[src/rtl/pipe_stage_chain_if.sv]
// Bundle of all data/control signals of pipe_stage_chain.
// Handshake: a word on data_i/valid_i is captured into stage 0 on a rising
// edge where ready_o = 1 and flush_i[0] = 0; while ready_o = 0 the source
// must keep data_i/valid_i stable, nothing is taken. valid_i = 0 presents a
// bubble, which is loaded like any other word.
interface pipe_stage_chain_if #(
    parameter int WIDTH = 32,
    parameter int DEPTH = 4,
    parameter int CNT_W = 16
);
    logic [WIDTH-1:0]       data_i;
    logic                   valid_i;
    logic [DEPTH-1:0]       stall_i;
    logic [DEPTH-1:0]       flush_i;
    logic                   ready_o;
    logic [WIDTH-1:0]       data_o;
    logic                   valid_o;
    logic [DEPTH*WIDTH-1:0] stage_data_o;
    logic [DEPTH-1:0]       stage_valid_o;
    logic [CNT_W-1:0]       retire_cnt_o;
    logic [CNT_W-1:0]       bubble_cnt_o;

    // Upstream side: hazard/branch logic and the instruction source.
    modport master (
        output data_i, valid_i, stall_i, flush_i,
        input  ready_o, data_o, valid_o, stage_data_o, stage_valid_o,
               retire_cnt_o, bubble_cnt_o
    );

    // The stage chain itself.
    modport slave (
        input  data_i, valid_i, stall_i, flush_i,
        output ready_o, data_o, valid_o, stage_data_o, stage_valid_o,
               retire_cnt_o, bubble_cnt_o
    );
endinterface

[src/rtl/pipe_stage_chain.sv]
// Chain of DEPTH pipeline registers with per-stage stall and flush, valid
// tracking, and saturating retire/bubble counters. Stage 0 takes data_i,
// stage DEPTH-1 drives data_o.
module pipe_stage_chain #(
    parameter int WIDTH = 32,
    parameter int DEPTH = 4,
    parameter int CNT_W = 16
) (
    input logic               clk_i,
    input logic               rst_i,
    pipe_stage_chain_if.slave bus
);
    logic [WIDTH-1:0] stage_data [DEPTH];
    logic [DEPTH-1:0] stage_valid;

    // Effective hold per stage, and what each stage would load if it moved.
    logic [DEPTH-1:0] hold;
    logic [WIDTH-1:0] up_data [DEPTH];
    logic [DEPTH-1:0] up_valid;
    logic [DEPTH-1:0] up_hold;

    logic [CNT_W-1:0] retire_cnt;
    logic [CNT_W-1:0] bubble_cnt;

    localparam logic [CNT_W-1:0] CNT_MAX = '1;

    // A stall backs up into every earlier stage: hold[k] = |stall_i[DEPTH-1:k].
    always_comb begin
        hold = '0;
        hold[DEPTH-1] = bus.stall_i[DEPTH-1];
        for (int k = DEPTH - 2; k >= 0; k--) begin
            hold[k] = hold[k+1] | bus.stall_i[k];
        end
    end

    // Upstream source of each stage; stage 0 sees data_i and never an
    // upstream hold, so its "gap bubble" case cannot arise.
    always_comb begin
        up_data[0]  = bus.data_i;
        up_valid[0] = bus.valid_i;
        up_hold[0]  = 1'b0;
        for (int k = 1; k < DEPTH; k++) begin
            up_data[k]  = stage_data[k-1];
            up_valid[k] = stage_valid[k-1];
            up_hold[k]  = hold[k-1];
        end
    end

    // Stage registers: reset > flush > hold > gap bubble > advance.
    always_ff @(posedge clk_i) begin
        for (int k = 0; k < DEPTH; k++) begin
            if (rst_i || bus.flush_i[k]) begin
                stage_data[k]  <= '0;
                stage_valid[k] <= 1'b0;
            end else if (hold[k]) begin
                stage_data[k]  <= stage_data[k];
                stage_valid[k] <= stage_valid[k];
            end else if (up_hold[k]) begin
                stage_data[k]  <= '0;
                stage_valid[k] <= 1'b0;
            end else begin
                stage_data[k]  <= up_data[k];
                stage_valid[k] <= up_valid[k];
            end
        end
    end

    // Saturating statistics: retire when the output entry leaves, bubble
    // whenever the output stage is empty.
    always_ff @(posedge clk_i) begin
        if (rst_i) begin
            retire_cnt <= '0;
            bubble_cnt <= '0;
        end else begin
            if (stage_valid[DEPTH-1] && !bus.stall_i[DEPTH-1] && retire_cnt != CNT_MAX) begin
                retire_cnt <= retire_cnt + 1'b1;
            end
            if (!stage_valid[DEPTH-1] && bubble_cnt != CNT_MAX) begin
                bubble_cnt <= bubble_cnt + 1'b1;
            end
        end
    end

    // Flatten stage state onto the observation buses.
    always_comb begin
        bus.stage_data_o = '0;
        for (int k = 0; k < DEPTH; k++) begin
            bus.stage_data_o[k*WIDTH +: WIDTH] = stage_data[k];
        end
    end

    assign bus.stage_valid_o = stage_valid;
    assign bus.data_o        = stage_data[DEPTH-1];
    assign bus.valid_o       = stage_valid[DEPTH-1];
    assign bus.ready_o       = !hold[0];
    assign bus.retire_cnt_o  = retire_cnt;
    assign bus.bubble_cnt_o  = bubble_cnt;
endmodule

[src/flat_wrapper.sv]
// flat-port wrapper written by rule: the top's interface ports become plain ports
module pipe_stage_chain_flat 
#(
    parameter int WIDTH = 32,
    parameter int DEPTH = 4,
    parameter int CNT_W = 16
)
  (clk_i, rst_i, bus_data_i, bus_valid_i, bus_stall_i, bus_flush_i, bus_ready_o, bus_data_o, bus_valid_o, bus_stage_data_o, bus_stage_valid_o, bus_retire_cnt_o, bus_bubble_cnt_o);
  pipe_stage_chain_if #(.WIDTH(WIDTH), .DEPTH(DEPTH), .CNT_W(CNT_W)) bus_i ();
  input logic clk_i;
  input logic rst_i;
  input wire logic [$bits(bus_i.data_i)-1:0] bus_data_i;
  input wire logic [$bits(bus_i.valid_i)-1:0] bus_valid_i;
  input wire logic [$bits(bus_i.stall_i)-1:0] bus_stall_i;
  input wire logic [$bits(bus_i.flush_i)-1:0] bus_flush_i;
  output wire logic [$bits(bus_i.ready_o)-1:0] bus_ready_o;
  output wire logic [$bits(bus_i.data_o)-1:0] bus_data_o;
  output wire logic [$bits(bus_i.valid_o)-1:0] bus_valid_o;
  output wire logic [$bits(bus_i.stage_data_o)-1:0] bus_stage_data_o;
  output wire logic [$bits(bus_i.stage_valid_o)-1:0] bus_stage_valid_o;
  output wire logic [$bits(bus_i.retire_cnt_o)-1:0] bus_retire_cnt_o;
  output wire logic [$bits(bus_i.bubble_cnt_o)-1:0] bus_bubble_cnt_o;
  assign bus_i.data_i = bus_data_i;
  assign bus_i.valid_i = bus_valid_i;
  assign bus_i.stall_i = bus_stall_i;
  assign bus_i.flush_i = bus_flush_i;
  assign bus_ready_o = bus_i.ready_o;
  assign bus_data_o = bus_i.data_o;
  assign bus_valid_o = bus_i.valid_o;
  assign bus_stage_data_o = bus_i.stage_data_o;
  assign bus_stage_valid_o = bus_i.stage_valid_o;
  assign bus_retire_cnt_o = bus_i.retire_cnt_o;
  assign bus_bubble_cnt_o = bus_i.bubble_cnt_o;
  pipe_stage_chain #(.WIDTH(WIDTH), .DEPTH(DEPTH), .CNT_W(CNT_W)) u_core (.clk_i(clk_i), .rst_i(rst_i), .bus(bus_i));
endmodule
[config.mk]
export PLATFORM = sky130hd
export DESIGN_NAME = pipe_stage_chain_flat
export DESIGN_NICKNAME = d
export VERILOG_FILES = /design/src/rtl/pipe_stage_chain_if.sv /design/src/rtl/pipe_stage_chain.sv /design/src/flat_wrapper.sv
export SDC_FILE = /design/constraint.sdc
export NUM_CORES = 1
export LEC_CHECK = 0
export ABC_AREA = 1
export BUFFER_PORTS_ARGS = -buffer_cell sky130_fd_sc_hd__buf_4
export CORE_MARGIN = 3
export CORE_UTILIZATION = 40
export DETAILED_ROUTE_END_ITERATION = 8
export GPL_TIMING_DRIVEN = 0
export PLACE_DENSITY = 0.73
export SYNTH_ARGS = -nofsm -noshare
export SYNTH_HDL_FRONTEND = slang
export SYNTH_SLANG_ARGS = --single-unit
[constraint.sdc]
create_clock -name clk_i -period 3.9 [get_ports clk_i]
set_clock_uncertainty 0.15 [all_clocks]
set_input_delay 0.78 -clock clk_i [delete_from_list [all_inputs] [get_ports clk_i]]
set_output_delay 0.78 -clock clk_i [all_outputs]
set_load 0.005 [all_outputs]
==> results of run 1 <==
-- cell type report --
cell class / instances / area (um2)
Timing Repair Buffer: 241 / 1822
Multi-Input combinational cell: 384 / 1713
Inverter: 163 / 611.8
Tap cell: 225 / 281.5
Sequential cell: 164 / 4564
Clock inverter: 15 / 143.9
Fill cell: 1550 / 7545
Buffer: 50 / 370.4
Clock buffer: 17 / 425.4
-- through the flow --
step	power (W)	instances
6_report	0.003888	1259
5_1_grt	0.004011	1259
4_1_cts	0.003920	1259
3_5_place_dp	0.002320	1227
3_3_place_gp	0.002311	1226
2_1_floorplan	0.002115	761
-- cell usage in the layout, fill, tap and decap left out, types with 3 or more instances in the layout --
master       n
edfxtp_1   128
nor2_1     197
nor2_2       8
buf_4      275
clkbuf_16   17
nand2_1     91
buf_2        5
inv_6        8
inv_1      162
nand2_2      4
dfxtp_1     36
nand4_1      4
nand3_1     22
a21oi_2      5
xor2_1       6
o21ai_0     11
clkbuf_1     4
o22ai_1      4
a21oi_1     16
clkinv_4     3
buf_6        6
-- cell families after synthesis --
logic type | Yosys count | share of synthesized area
and+or+nand+nor | 336 | 0.1915
buffers and inverters | 213 | 0.1357
DFF | 164 | 0.6306
AOI/OAI and AO/OA | 40 | 0.03146
xor gates and xnor gates | 6 | 0.007260
adders and majority gates | 2 | 0.003457
-- per-layer routing --
metal	up-vias	track usage	wire, um
met5	-	0	0
met4	0	0.08261	599
met3	32	0.03858	961
met2	179	0.2931	8643
met1	2431	0.2278	7525
li1	2836	-	-
-- path summary, 6_finish.rpt --
check,startpoint,end,slack [ps],cells past startpoint
worst min-delay path,u_core.bus.stage_valid_o[2]$_SDFFE_PN0N_,u_core.bus.stage_valid_o[3]$_SDFFE_PP0N_,350,2
worst min register to register,u_core.bus.stage_valid_o[2]$_SDFFE_PN0N_,u_core.bus.stage_valid_o[3]$_SDFFE_PP0N_,350,2
worst max-delay path,bus_stall_i[3],bus_ready_o,1370,6
worst max register to register,u_core.bus.retire_cnt_o[0]$_SDFFE_PP0P_,u_core.bus.retire_cnt_o[3]$_SDFFE_PP0P_,2090,8
-- flip-flops by register name, indices dropped and copies added (netlist names) --
| register | cells |
|---|---|
| u_core.bus.bubble_cnt_o | 16 |
| u_core.bus.retire_cnt_o | 16 |
| u_core.bus.stage_valid_o | 4 |
| u_core.stage_data | 128 |
-- power groups by stage --
stage               clock network, W  registers, W   logic, W
floorplan                          0       0.00203  0.0000881
global placement                   0       0.00203   0.000279
detailed placement                 0       0.00203   0.000287
CTS                          0.00164       0.00199   0.000289
global route                 0.00170       0.00200   0.000311
finish                       0.00161       0.00199   0.000284
-- tightest hold or removal path: cells and delay by family, from the launching register on --
kind,cells,cell delay [ps]
buffers and inverters,1,70
DFF,1,310
AOI/OAI and AO/OA,1,70
==> results.ini, run 1 <==
[timing]
rsz0062_at_grt=false
fin_crit_sh=0.6496
max_freq_mhz=394.7
hold_viol=0
fin_tns_setup_ps=0
slew_headroom=0.4344
timing.hold.ws_ps=349.7
worst_pin_slew_ps=847.5
setup_viol_count_final=0
worst_slack_ps=1367
fin_crit_ps=2533
slew_viol_final=0

[critical_path]
crit_path_max_incr_delay_ps=270
crit_chain=buf_4 -> or2_4 -> nor2_2 -> nand2_1 -> inv_2 -> buf_4
crit_top_cell=buf_4
cp_slowest_cell=or2_4
arrival_ps=1600
path_max_fanout=4
path_class=in -> out
start_kind=input pin
crit_buf_inv=3
critical_path_required_ps=2970
critPathCaptureType=output pin
worst_path_dominant_cell_family=simple AND/OR/NAND/NOR gates

[finish]
drive_above_1_share=0.3337
final_area_mm2=0.009932
post-route-util=0.5683
area_growth_pct=37.22
nets=1066
diodes=0

[routing]
drt_wl_total_um=17730
avgRoutedWirePerCell_um=14.08
vias_per_cell=4.351
drc=0
vias=5478
firstDrtPassIters=5
final_antenna_net_count=0
drt_iter0_markers=258

[yosys]
yosys-top-cells-count=197 x nor2_1, 162 x inv_1, 128 x edfxtp_1, 93 x nand2_1, 36 x dfxtp_1
seq_area_frac_synth=0.6306
syn-num-nets=806
synth_seq_cells=164
ys_top_cells_by_area=edfxtp_1 53%, nor2_1 10%, dfxtp_1 10%
synth_top_area_frac=0.5310
mappedNetlistArea_mm2=0.007238
synth-main-ff-cell=edfxtp_1
synth_warnings=0
yosysTopAreaCell=edfxtp_1
ys_types=28
syn_area_per_cell_um2=9.511
postSynthCellCount=761
async_reset_ff_frac=0
synthMostInstantiatedCell=nor2_1
synth_edf_count=128

[grt]
grt_max_degree=34
antenna_found_initial=0
grt_pass1_wl_um=27720
grt.overflow.total=0
grt_pass1_vias=5209
track_usage=0.1791

[clock_tree]
hold_buffers=0
cts_resized=0
cts-buffers-inserted=17
root_buffer=clkbuf_16
ctsHtreeMaxLevel=4
clkTransAtPathRegs_ps=70
post_cts_buffers=0
clock-sinks=164
cts_tree=built
clk_latency_ps=420
clock_path_buffers=2

[pwr]
power.leakage_nw=4.611
powerDensity_mw_per_mm2=391.5
pwr-share-seq=0.512
p_sw_w=0.0008885
swShare=0.2285
clockPowerShare=0.415
pwr-share-comb=0.073
p_int_w=0.003000
ir_worst_vdd_mv=0.2853

[job]
drv_cap=0

[floorplan]
io-pin-count=241
start_util=0.4142
die_x_um=140.5
rows=48
die_height_um=140.5
dieArea_mm2=0.01975
core_area_mm2=0.01748

[placed_design]
hpwl_um=13920
dpl-instance-area_mm2=0.009358
gp_congestion=0.8848
dp_slack_ps=1077
portBuffers=240

[worst_hold_path]
hold_path_class=reg -> reg

[outcome]
status=complete, no violations

No activity file was read; power rests on OpenSTA's default activity.
==> run 2, diff against run 1 <==
- PLACE_DENSITY: 0.73 -> 0.71
- clock period: 3.9 -> 2.4 ns (I/O delays scaled with it)
==> run 2 against run 1 <==
  * Utilization decreased by 0.064 points
  * First-iteration DRC count rose by 6.6%
  * Final cell count unchanged
  * Global-route usage rose by 0.40 points
  * Sequential power rose by 63%
  * Sequential cell count unchanged
  * Non-clock buffer count unchanged
  * Via count is 0.29% lower
  * Wire length is 1.5% higher
  * Total power increased by 61%
  * Clock power rose by 59%
  * Clock-buffer cell count rose by 1
  * Critical endpoint unchanged
  * Largest power group unchanged
==> results.ini, run 2 (synthesis results as in run 1) <==
[routing]
vias_per_cell=4.338
drt_wl_total_um=17990
final_antenna_net_count=0
avgRoutedWirePerCell_um=14.29
drt_iter0_markers=275
vias=5462
drc=0
firstDrtPassIters=4

[timing]
setup_viol_count_final=0
slew_viol_final=0
max_freq_mhz=516.3
rsz0062_at_grt=false
fin_crit_sh=0.8071
slew_headroom=0.4504
fin_crit_ps=1937
worst_slack_ps=463.0
hold_viol=0
worst_pin_slew_ps=823.4

[floorplan]
die_x_um=140.5
core_area_mm2=0.01748
io-pin-count=241
die_height_um=140.5
dieArea_mm2=0.01975
rows=48
start_util=0.4142

[grt]
met3_usage=0.05155
grt_pass1_wl_um=28450
grt_max_degree=34
grt_util_met1=0.2332
antenna_found_initial=0
use_met2=0.3017
grt.overflow.total=0
grt_pass1_vias=5236
grt-busiest-layer=met2
track_usage=0.1831

[placed_design]
gp_congestion=0.8907
dpl-instance-area_mm2=0.009358
portBuffers=240
hpwl_um=13990
dp_slack_ps=-182.5
dp_cells=1227

[pwr]
power_w=0.006261
p_sw_w=0.001406
pwr-share-comb=0.074
powerDensity_mw_per_mm2=631.1
ir_worst_vdd_mv=0.5233
power.leakage_nw=4.588
clockPowerShare=0.409
swShare=0.2245
p_int_w=0.004855
pwr-share-seq=0.517

[clock_tree]
ctsHtreeMaxLevel=4
hold_buffers=0
clock_path_buffers=2
cts_resized=0
clock-sinks=164
cts-buffers-inserted=17
post_cts_buffers=0
cts_tree=built
clk_latency_ps=410
root_buffer=clkbuf_16
clkTransAtPathRegs_ps=70

[finish]
multi_input_area_mm2=0.001713
layout_commonest_cell=buf_4
drive_above_1_share=0.3317
diodes=0
final_cell_mix=275 x buf_4, 197 x nor2_1, 162 x inv_1
area_growth_pct=37.06
top_register=u_core.stage_data
nets=1066
n_fill_cell=1618
post-route-util=0.5677
largest_reg_flops=128
seq_area_mm2=0.004564
final_area_mm2=0.009921
finalNonFillerCells=1259

[critical_path]
path_max_fanout=4
critPathCaptureType=output pin
arrival_ps=1310
path_class=in -> out
start_kind=input pin
critical_path_required_ps=1770

[worst_hold_path]
hold_path_class=in -> reg

[outcome]
status=complete, no violations

[job]
drv_cap=0

## run 2: worst paths after layout
check             depth (start not counted)  slack [ps]                                     start                                  endpoint
setup reg to reg                         10         570   u_core.bus.retire_cnt_o[0]$_SDFFE_PP0P_  u_core.bus.retire_cnt_o[13]$_SDFFE_PP0P_
hold / removal                            3         170                               bus_valid_i  u_core.bus.stage_valid_o[0]$_SDFFE_PP0P_
hold reg to reg                           2         350  u_core.bus.stage_valid_o[0]$_SDFFE_PP0P_  u_core.bus.stage_valid_o[1]$_SDFFE_PP0N_
setup / recovery                          6         460                            bus_stall_i[3]                               bus_ready_o
## run 2: power groups by stage
stage          Combinational, W  Clock [W]  Sequential [W]
2_1_floorplan          0.000144          0         0.00329
3_3_place_gp           0.000458          0         0.00330
3_5_place_dp           0.000471          0         0.00330
4_1_cts                0.000472    0.00261         0.00324
5_1_grt                0.000507    0.00274         0.00325
6_report               0.000464    0.00256         0.00324
## run 2: final cells by class
cell class              count  area share
clock buffers              18     0.04326
plain buffers              50     0.03733
flip-flops and latches    164      0.4601
repair buffers            241      0.1836
clock inverters            14     0.01299
well taps                 225     0.02838
inverters                 163     0.06167
multi-input cells         384      0.1727
## run 2: critical path: stages
cell     delay, ps
buf_4          130
or2_4          280
nor2_2         100
nand2_1        100
inv_2          100
buf_4          120
## run 2: routing by layer
layer  vias to the layer above  wire length (um)
met5                         -                 0
met4                         0               460
met3                        27               949
met2                       138              8976
met1                      2463              7608
li1                       2834                 -
## run 2: stage by stage
step | hold slack [ps] | setup TNS (ps)
after floorplan | 329.8 | 0
after global placement | 336.0 | -32620
after detailed placement | 343.3 | -8168
after CTS | 145.4 | 0
after global routing | 160.0 | 0
final | 165.8 | 0
